`config.mk`:
```
export PLATFORM = sky130hd
export DESIGN_NAME = axis_integrate_dump
export DESIGN_NICKNAME = d
export VERILOG_FILES = /design/src/rtl/axis_integrate_dump_pkg.sv /design/src/rtl/axis_integrate_dump_lane.sv /design/src/rtl/axis_integrate_dump.sv
export SDC_FILE = /design/constraint.sdc
export NUM_CORES = 2
export LEC_CHECK = 0
export ABC_AREA = 1
export CAP_MARGIN = 20
export CORE_ASPECT_RATIO = 0.7
export CORE_UTILIZATION = 40
export DETAILED_ROUTE_END_ITERATION = 10
export SYNTH_ARGS = -nofsm -noshare
export SYNTH_HDL_FRONTEND = slang
export SYNTH_SLANG_ARGS = --single-unit
```
`constraint.sdc`:
```
create_clock -name CLK -period 3.55 [get_ports CLK]
set_input_delay 0.71 -clock CLK [delete_from_list [all_inputs] [get_ports CLK]]
set_output_delay 0.71 -clock CLK [all_outputs]
set_load 0.05 [all_outputs]
```
`src/rtl/axis_integrate_dump_pkg.sv`:
```
// Shared widths, lane types and width helpers for the integrate-and-dump stage.
package axis_integ_pkg;

  localparam int DEF_IN_SAMPLE_WIDTH = 16;
  localparam int DEF_SAMPLES         = 16;
  localparam int DEF_ACC_LOG2        = 4;
  localparam int DEF_FRAME_LEN       = 64;

  // Worst case sum is 2^log2 * (2^in_w - 1), which always fits in in_w + log2 bits.
  function automatic int acc_width_f(input int in_w, input int log2);
    return in_w + log2;
  endfunction

  function automatic int keep_width_f(input int samples, input int acc_w);
    return (samples * acc_w + 7) / 8;
  endfunction

  localparam int DEF_ACC_WIDTH  = acc_width_f(DEF_IN_SAMPLE_WIDTH, DEF_ACC_LOG2);
  localparam int DEF_KEEP_WIDTH = keep_width_f(DEF_SAMPLES, DEF_ACC_WIDTH);

  typedef logic [DEF_IN_SAMPLE_WIDTH-1:0] in_lane_t;
  typedef logic [DEF_ACC_WIDTH-1:0]       acc_lane_t;

endpackage

```
`src/rtl/axis_integrate_dump_lane.sv`:
```
// One lane of the integrate-and-dump stage: masked add into a private accumulator,
// cleared when the window's final beat is accepted.
module axis_integ_lane
  import axis_integ_pkg::*;
#(
  parameter int IN_WIDTH  = DEF_IN_SAMPLE_WIDTH,
  parameter int ACC_WIDTH = DEF_ACC_WIDTH
) (
  input  logic                 CLK,
  input  logic                 reset,
  input  logic                 accept,
  input  logic                 final_beat,
  input  logic                 keep,
  input  logic [IN_WIDTH-1:0]  lane_in,
  output logic [ACC_WIDTH-1:0] sum_out
);

  logic [ACC_WIDTH-1:0] acc_q;
  logic [ACC_WIDTH-1:0] acc_d;
  logic [ACC_WIDTH-1:0] masked_s;

  always_comb begin
    if (keep) begin
      masked_s = ACC_WIDTH'(lane_in);
    end else begin
      masked_s = '0;
    end
    sum_out = acc_q + masked_s;
    acc_d   = acc_q;
    if (accept) begin
      if (final_beat) begin
        acc_d = '0;
      end else begin
        acc_d = sum_out;
      end
    end else begin
      acc_d = acc_q;
    end
  end

  always_ff @(posedge CLK) begin
    if (reset) begin
      acc_q <= '0;
    end else begin
      acc_q <= acc_d;
    end
  end

endmodule

```
`src/rtl/axis_integrate_dump.sv`:
```
// Per-lane integrate-and-dump with framed AXI-Stream output. Define AXIS_INTEG_TLAST_FLUSH_EN
// to let an input tlast force a partial dump that also closes the output frame.
module axis_integrate_dump
  import axis_integ_pkg::*;
#(
  parameter  int IN_SAMPLE_WIDTH = DEF_IN_SAMPLE_WIDTH,
  parameter  int SAMPLES         = DEF_SAMPLES,
  parameter  int ACC_LOG2        = DEF_ACC_LOG2,
  parameter  int FRAME_LEN       = DEF_FRAME_LEN,
  localparam int ACC_WIDTH       = acc_width_f(IN_SAMPLE_WIDTH, ACC_LOG2),
  localparam int KEEP_WIDTH      = keep_width_f(SAMPLES, ACC_WIDTH)
) (
  input  logic                           CLK,
  input  logic                           reset,
  input  logic                           s_axis_tvalid,
  output logic                           s_axis_tready,
  input  logic [SAMPLES*IN_SAMPLE_WIDTH-1:0] s_axis_tdata,
  input  logic [SAMPLES-1:0]             s_axis_tkeep,
  input  logic                           s_axis_tlast,
  input  logic [ACC_LOG2:0]              integ_len,
  output logic [SAMPLES*ACC_WIDTH-1:0]   m_axis_tdata,
  output logic [KEEP_WIDTH-1:0]          m_axis_tkeep,
  output logic                           m_axis_tlast,
  output logic                           m_axis_tvalid,
  input  logic                           m_axis_tready
);

  localparam int LW = ACC_LOG2 + 1;
  localparam int FW = (FRAME_LEN > 1) ? $clog2(FRAME_LEN) : 1;
  localparam logic [LW-1:0] LEN_MAX    = LW'(2 ** ACC_LOG2);
  localparam logic [FW-1:0] FRAME_LAST = FW'(FRAME_LEN - 1);

  logic [LW-1:0]                len_q, len_d;
  logic [LW-1:0]                beat_cnt_q, beat_cnt_d;
  logic [FW-1:0]                frame_cnt_q, frame_cnt_d;
  logic                         m_valid_q, m_valid_d;
  logic                         m_last_q, m_last_d;
  logic [SAMPLES*ACC_WIDTH-1:0] m_data_q, m_data_d;
  logic [KEEP_WIDTH-1:0]        m_keep_q, m_keep_d;

  logic [LW-1:0]                len_in_s;
  logic [LW-1:0]                cur_len_s;
  logic                         flush_s;
  logic                         final_pos_s;
  logic                         accept_s;
  logic                         frame_end_s;
  logic [SAMPLES*ACC_WIDTH-1:0] sums_s;

`ifdef AXIS_INTEG_TLAST_FLUSH_EN
  assign flush_s = s_axis_tlast;
`else
  logic unused_tlast_s;
  assign unused_tlast_s = s_axis_tlast;
  assign flush_s        = 1'b0;
`endif

  // Window length for a window starting now, and whether the presented beat closes the window.
  always_comb begin
    if (integ_len == '0) begin
      len_in_s = LW'(1);
    end else if (integ_len > LEN_MAX) begin
      len_in_s = LEN_MAX;
    end else begin
      len_in_s = integ_len;
    end
    if (beat_cnt_q == '0) begin
      cur_len_s = len_in_s;
    end else begin
      cur_len_s = len_q;
    end
    final_pos_s = (beat_cnt_q == (cur_len_s - LW'(1))) || flush_s;
    frame_end_s = flush_s || (frame_cnt_q == FRAME_LAST);
  end

  // A final beat needs the output register free; other beats only touch the accumulators.
  assign s_axis_tready = !reset && (!final_pos_s || !m_valid_q || m_axis_tready);
  assign accept_s      = s_axis_tvalid && s_axis_tready;

  for (genvar i = 0; i < SAMPLES; i++) begin : g_lane
    axis_integ_lane #(
      .IN_WIDTH  (IN_SAMPLE_WIDTH),
      .ACC_WIDTH (ACC_WIDTH)
    ) u_lane (
      .CLK        (CLK),
      .reset      (reset),
      .accept     (accept_s),
      .final_beat (final_pos_s),
      .keep       (s_axis_tkeep[i]),
      .lane_in    (s_axis_tdata[i*IN_SAMPLE_WIDTH +: IN_SAMPLE_WIDTH]),
      .sum_out    (sums_s[i*ACC_WIDTH +: ACC_WIDTH])
    );
  end

  always_comb begin
    len_d       = len_q;
    beat_cnt_d  = beat_cnt_q;
    frame_cnt_d = frame_cnt_q;
    m_data_d    = m_data_q;
    m_keep_d    = m_keep_q;
    m_last_d    = m_last_q;
    if (m_valid_q && m_axis_tready) begin
      m_valid_d = 1'b0;
    end else begin
      m_valid_d = m_valid_q;
    end
    if (accept_s) begin
      if (beat_cnt_q == '0) begin
        len_d = len_in_s;
      end else begin
        len_d = len_q;
      end
      if (final_pos_s) begin
        beat_cnt_d = '0;
        m_valid_d  = 1'b1;
        m_data_d   = sums_s;
        m_keep_d   = '1;
        m_last_d   = frame_end_s;
        if (frame_end_s) begin
          frame_cnt_d = '0;
        end else begin
          frame_cnt_d = frame_cnt_q + FW'(1);
        end
      end else begin
        beat_cnt_d = beat_cnt_q + LW'(1);
      end
    end else begin
      beat_cnt_d = beat_cnt_q;
    end
  end

  always_ff @(posedge CLK) begin
    if (reset) begin
      len_q       <= '0;
      beat_cnt_q  <= '0;
      frame_cnt_q <= '0;
      m_valid_q   <= 1'b0;
      m_last_q    <= 1'b0;
      m_data_q    <= '0;
      m_keep_q    <= '0;
    end else begin
      len_q       <= len_d;
      beat_cnt_q  <= beat_cnt_d;
      frame_cnt_q <= frame_cnt_d;
      m_valid_q   <= m_valid_d;
      m_last_q    <= m_last_d;
      m_data_q    <= m_data_d;
      m_keep_q    <= m_keep_d;
    end
  end

  assign m_axis_tvalid = m_valid_q;
  assign m_axis_tlast  = m_last_q;
  assign m_axis_tdata  = m_data_q;
  assign m_axis_tkeep  = m_keep_q;

endmodule

```
==> reports/metrics.cfg <==
[outcome]
outcome=complete, no violations

[synth]
syn_avg_cell_area_um2=6.72
synth-edff-count=0
yosysTopAreaCell=dfxtp_1
async_flop_share=0
ys_seq_elements=659
ys_seq_area_frac=0.332
yosysMostFrequentCell=nand2_1
ys_top_cells_by_count=nand2_1, dfxtp_1, a21oi_1
yosysWarningCount=0
synthesis.nets=6469
netlist_area_mm2=0.0397
synthDistinctLibCells=37
yosysTopAreaCellShare=0.332
syn-instance-count=5911
synth_ff_type=dfxtp_1
yosys-top-cells-area=dfxtp_1, nand2_1, ha_1

[sta]
holdWs_ps=462
tightestPinTransition_ps=1010
fin_skew_ps=24.7
period_share=0.994
rsz0062_at_grt=yes
min_period_ps=3530
hold_viol_final=0
drv_slew=0
slew_headroom=0.325
clock.fmax_ghz=0.284
setup_viol=0

[place]
post-dp-hpwl_um=105000
gp_congestion=0.948
port-buffer-count=643
placed_cell_area_mm2=0.0485

[global_routing]
grt.met1_usage=0.384
overflow=0
use_met3=0.0567
top_usage_layer=met1
grt_pass1_vias=37200
gr-usage-met2=0.382
grt_pass1_wl_um=211000
grt_max_degree=142
antenna_found_initial=13
grt_use_total=0.264

[detailed_routing]
vias=40100
drcViolationCount=0
drt_iter0_markers=2888
wl_um=136000
wl_per_cell_um=17.2
drtAntennaViolNets=0
via_per_inst=5.05
drtPass1Iterations=6

[clock_tree]
clk_path_buf_depth=3
cts_tree=done
h-tree-depth=3
path_clk_slew_ps=60
numCtsBuffers=74
clock_latency_ps=670
cts_sinks=659
cts_root_buffer=clkbuf_16
hold_buffers=0

[floorplan]
fp.dieW_um=379
io_pins=645
core.rowCount=96
coreArea_mm2=0.0981
die-area_mm2=0.101
initial_core_util=0.405
fp.dieH_um=266

[cells_and_area]
multi_input_area_mm2=0.0231
nFillCells=9903
design_area_mm2=0.0511
nets=7108
area_growth_pct=28.7
seq_area_mm2=0.0132
drive_above_1_share=0.0547

[run]
drv_cap=0

[worst_setup_path]
crit_fanout=5
path_cells=inv_4, ha_4, inv_2, nor2_4, nand2_4, nand2_4, a21boi_4, ha_4, xor2_1, nand2_1, nor2_1, nand3_2, nor2_4, nand2_2, nand2_2, inv_2, buf_12
start_kind=flip-flop
cpPeakStageDelay_ps=350
crit_family=simple AND/OR/NAND/NOR gates
crit_slowest_cell=dfxtp_4
critical_path_class=reg -> out
cp.arrival_ps=2820
end_kind=output port
crit_buf_inv=4
crit_required_ps=2840

[power]
p_leak_nw=24.6
peakVddDrop_mv=0.322
p_per_area_mw_per_mm2=363

[hold_path]
hold_class=reg -> reg

area by class of cell:
class,count,area share
antenna,9,0.000441
inverter,530,0.0394
sequential,659,0.258
clock inverter,34,0.00793
tap,1323,0.0324
clock buffer,95,0.0404
timing repair buffer,854,0.169
multi-input combinational,4431,0.452
placed cells by master (no fill, tap or decap), types with 51 or more instances in the layout:
master	n
nand2_1	2092
dfxtp_1	656
clkdlybuf4s50_1	641
a21oi_1	599
inv_1	523
nand3_1	466
ha_1	258
nor2_1	232
o21ai_0	207
buf_4	161
xor2_1	150
xnor2_1	108
clkbuf_16	77
nand4_1	75
a21o_1	57
buf_12	51
through the flow:
stage                      util  power (mW)  cells  TNS (ps)  setup WS [ps]
final                     0.521        18.5   7935         0           22.8
after detailed placement  0.494        10.6   7787     -5340          -77.4
after floorplan               -        9.50   5911         0            519
after CTS                 0.520        18.7   7924     -79.2          -79.2
after global routing      0.521        19.3   7934      -164           -164
after global placement    0.494        10.5   7787     -8810          -91.8
per-layer routing:
layer / wire (um) / vias up
li1: - / 20500
met1: 67700 / 18500
met2: 56200 / 1003
met3: 8470 / 178
met4: 3850 / 6
met5: 92 / -
sequential cells by signal, indices dropped and copies added, names as in the netlist:
register             cells
len_q                    5
m_axis_tkeep             1
g_lane.u_lane.acc_q    320
beat_cnt_q               5
m_axis_tdata           320
m_axis_tlast             1
frame_cnt_q              6
m_axis_tvalid            1
where the power goes:
group	switching, mW	total [mW]	internal [mW]
clock	3.38	8.08	4.70
sequential	0.0962	7.65	7.55
combinational	1.70	2.80	1.10
total	5.18	18.5	13.3
worst reg2reg max path: cells and delay by family, from the launching register on:
kind            cells  cell delay (ps)
simple gates        9              880
fa+ha+maj           2              290
compound gates      3              570
buf+inv             8              930
flops               1              350
kinds of logic (layout without fill, tap and decap cells):
family	Yosys count	count (layout)	synth area share
xor gates and xnor gates	258	258	0.0569
buffers and inverters	821	1513	0.0883
DFF	659	659	0.332
AOI/OAI and AO/OA	977	977	0.134
other	0	9	0
adders and majority gates	276	276	0.0900
and+or+nand+nor	2920	2920	0.299
worst paths after layout:
check	slack [ps]	depth (start not counted)	to	from
setup / recovery	20	17	s_axis_tready	beat_cnt_q[0]$_SDFFE_PP0P_
hold / removal	460	2	m_axis_tdata[117]$_SDFFE_PP0P_	m_axis_tdata[117]$_SDFFE_PP0P_
setup reg to reg	420	22	g_lane[15].u_lane.acc_q[17]$_SDFFE_PP0P_	beat_cnt_q[0]$_SDFFE_PP0P_
hold reg to reg	460	2	m_axis_tdata[117]$_SDFFE_PP0P_	m_axis_tdata[117]$_SDFFE_PP0P_
repair_timing:
| action | CTS | global route |
|---|---|---|
| buffers inserted | 8 | 2 |
| setup endpoints to repair | 1 | 1 |
| endpoints found under the hold margin | 0 | 0 |
| gates resized for setup | 17 | 4 |
| pin swaps | 10 | 9 |
Note: power is estimated with default switching activity, not from simulation.
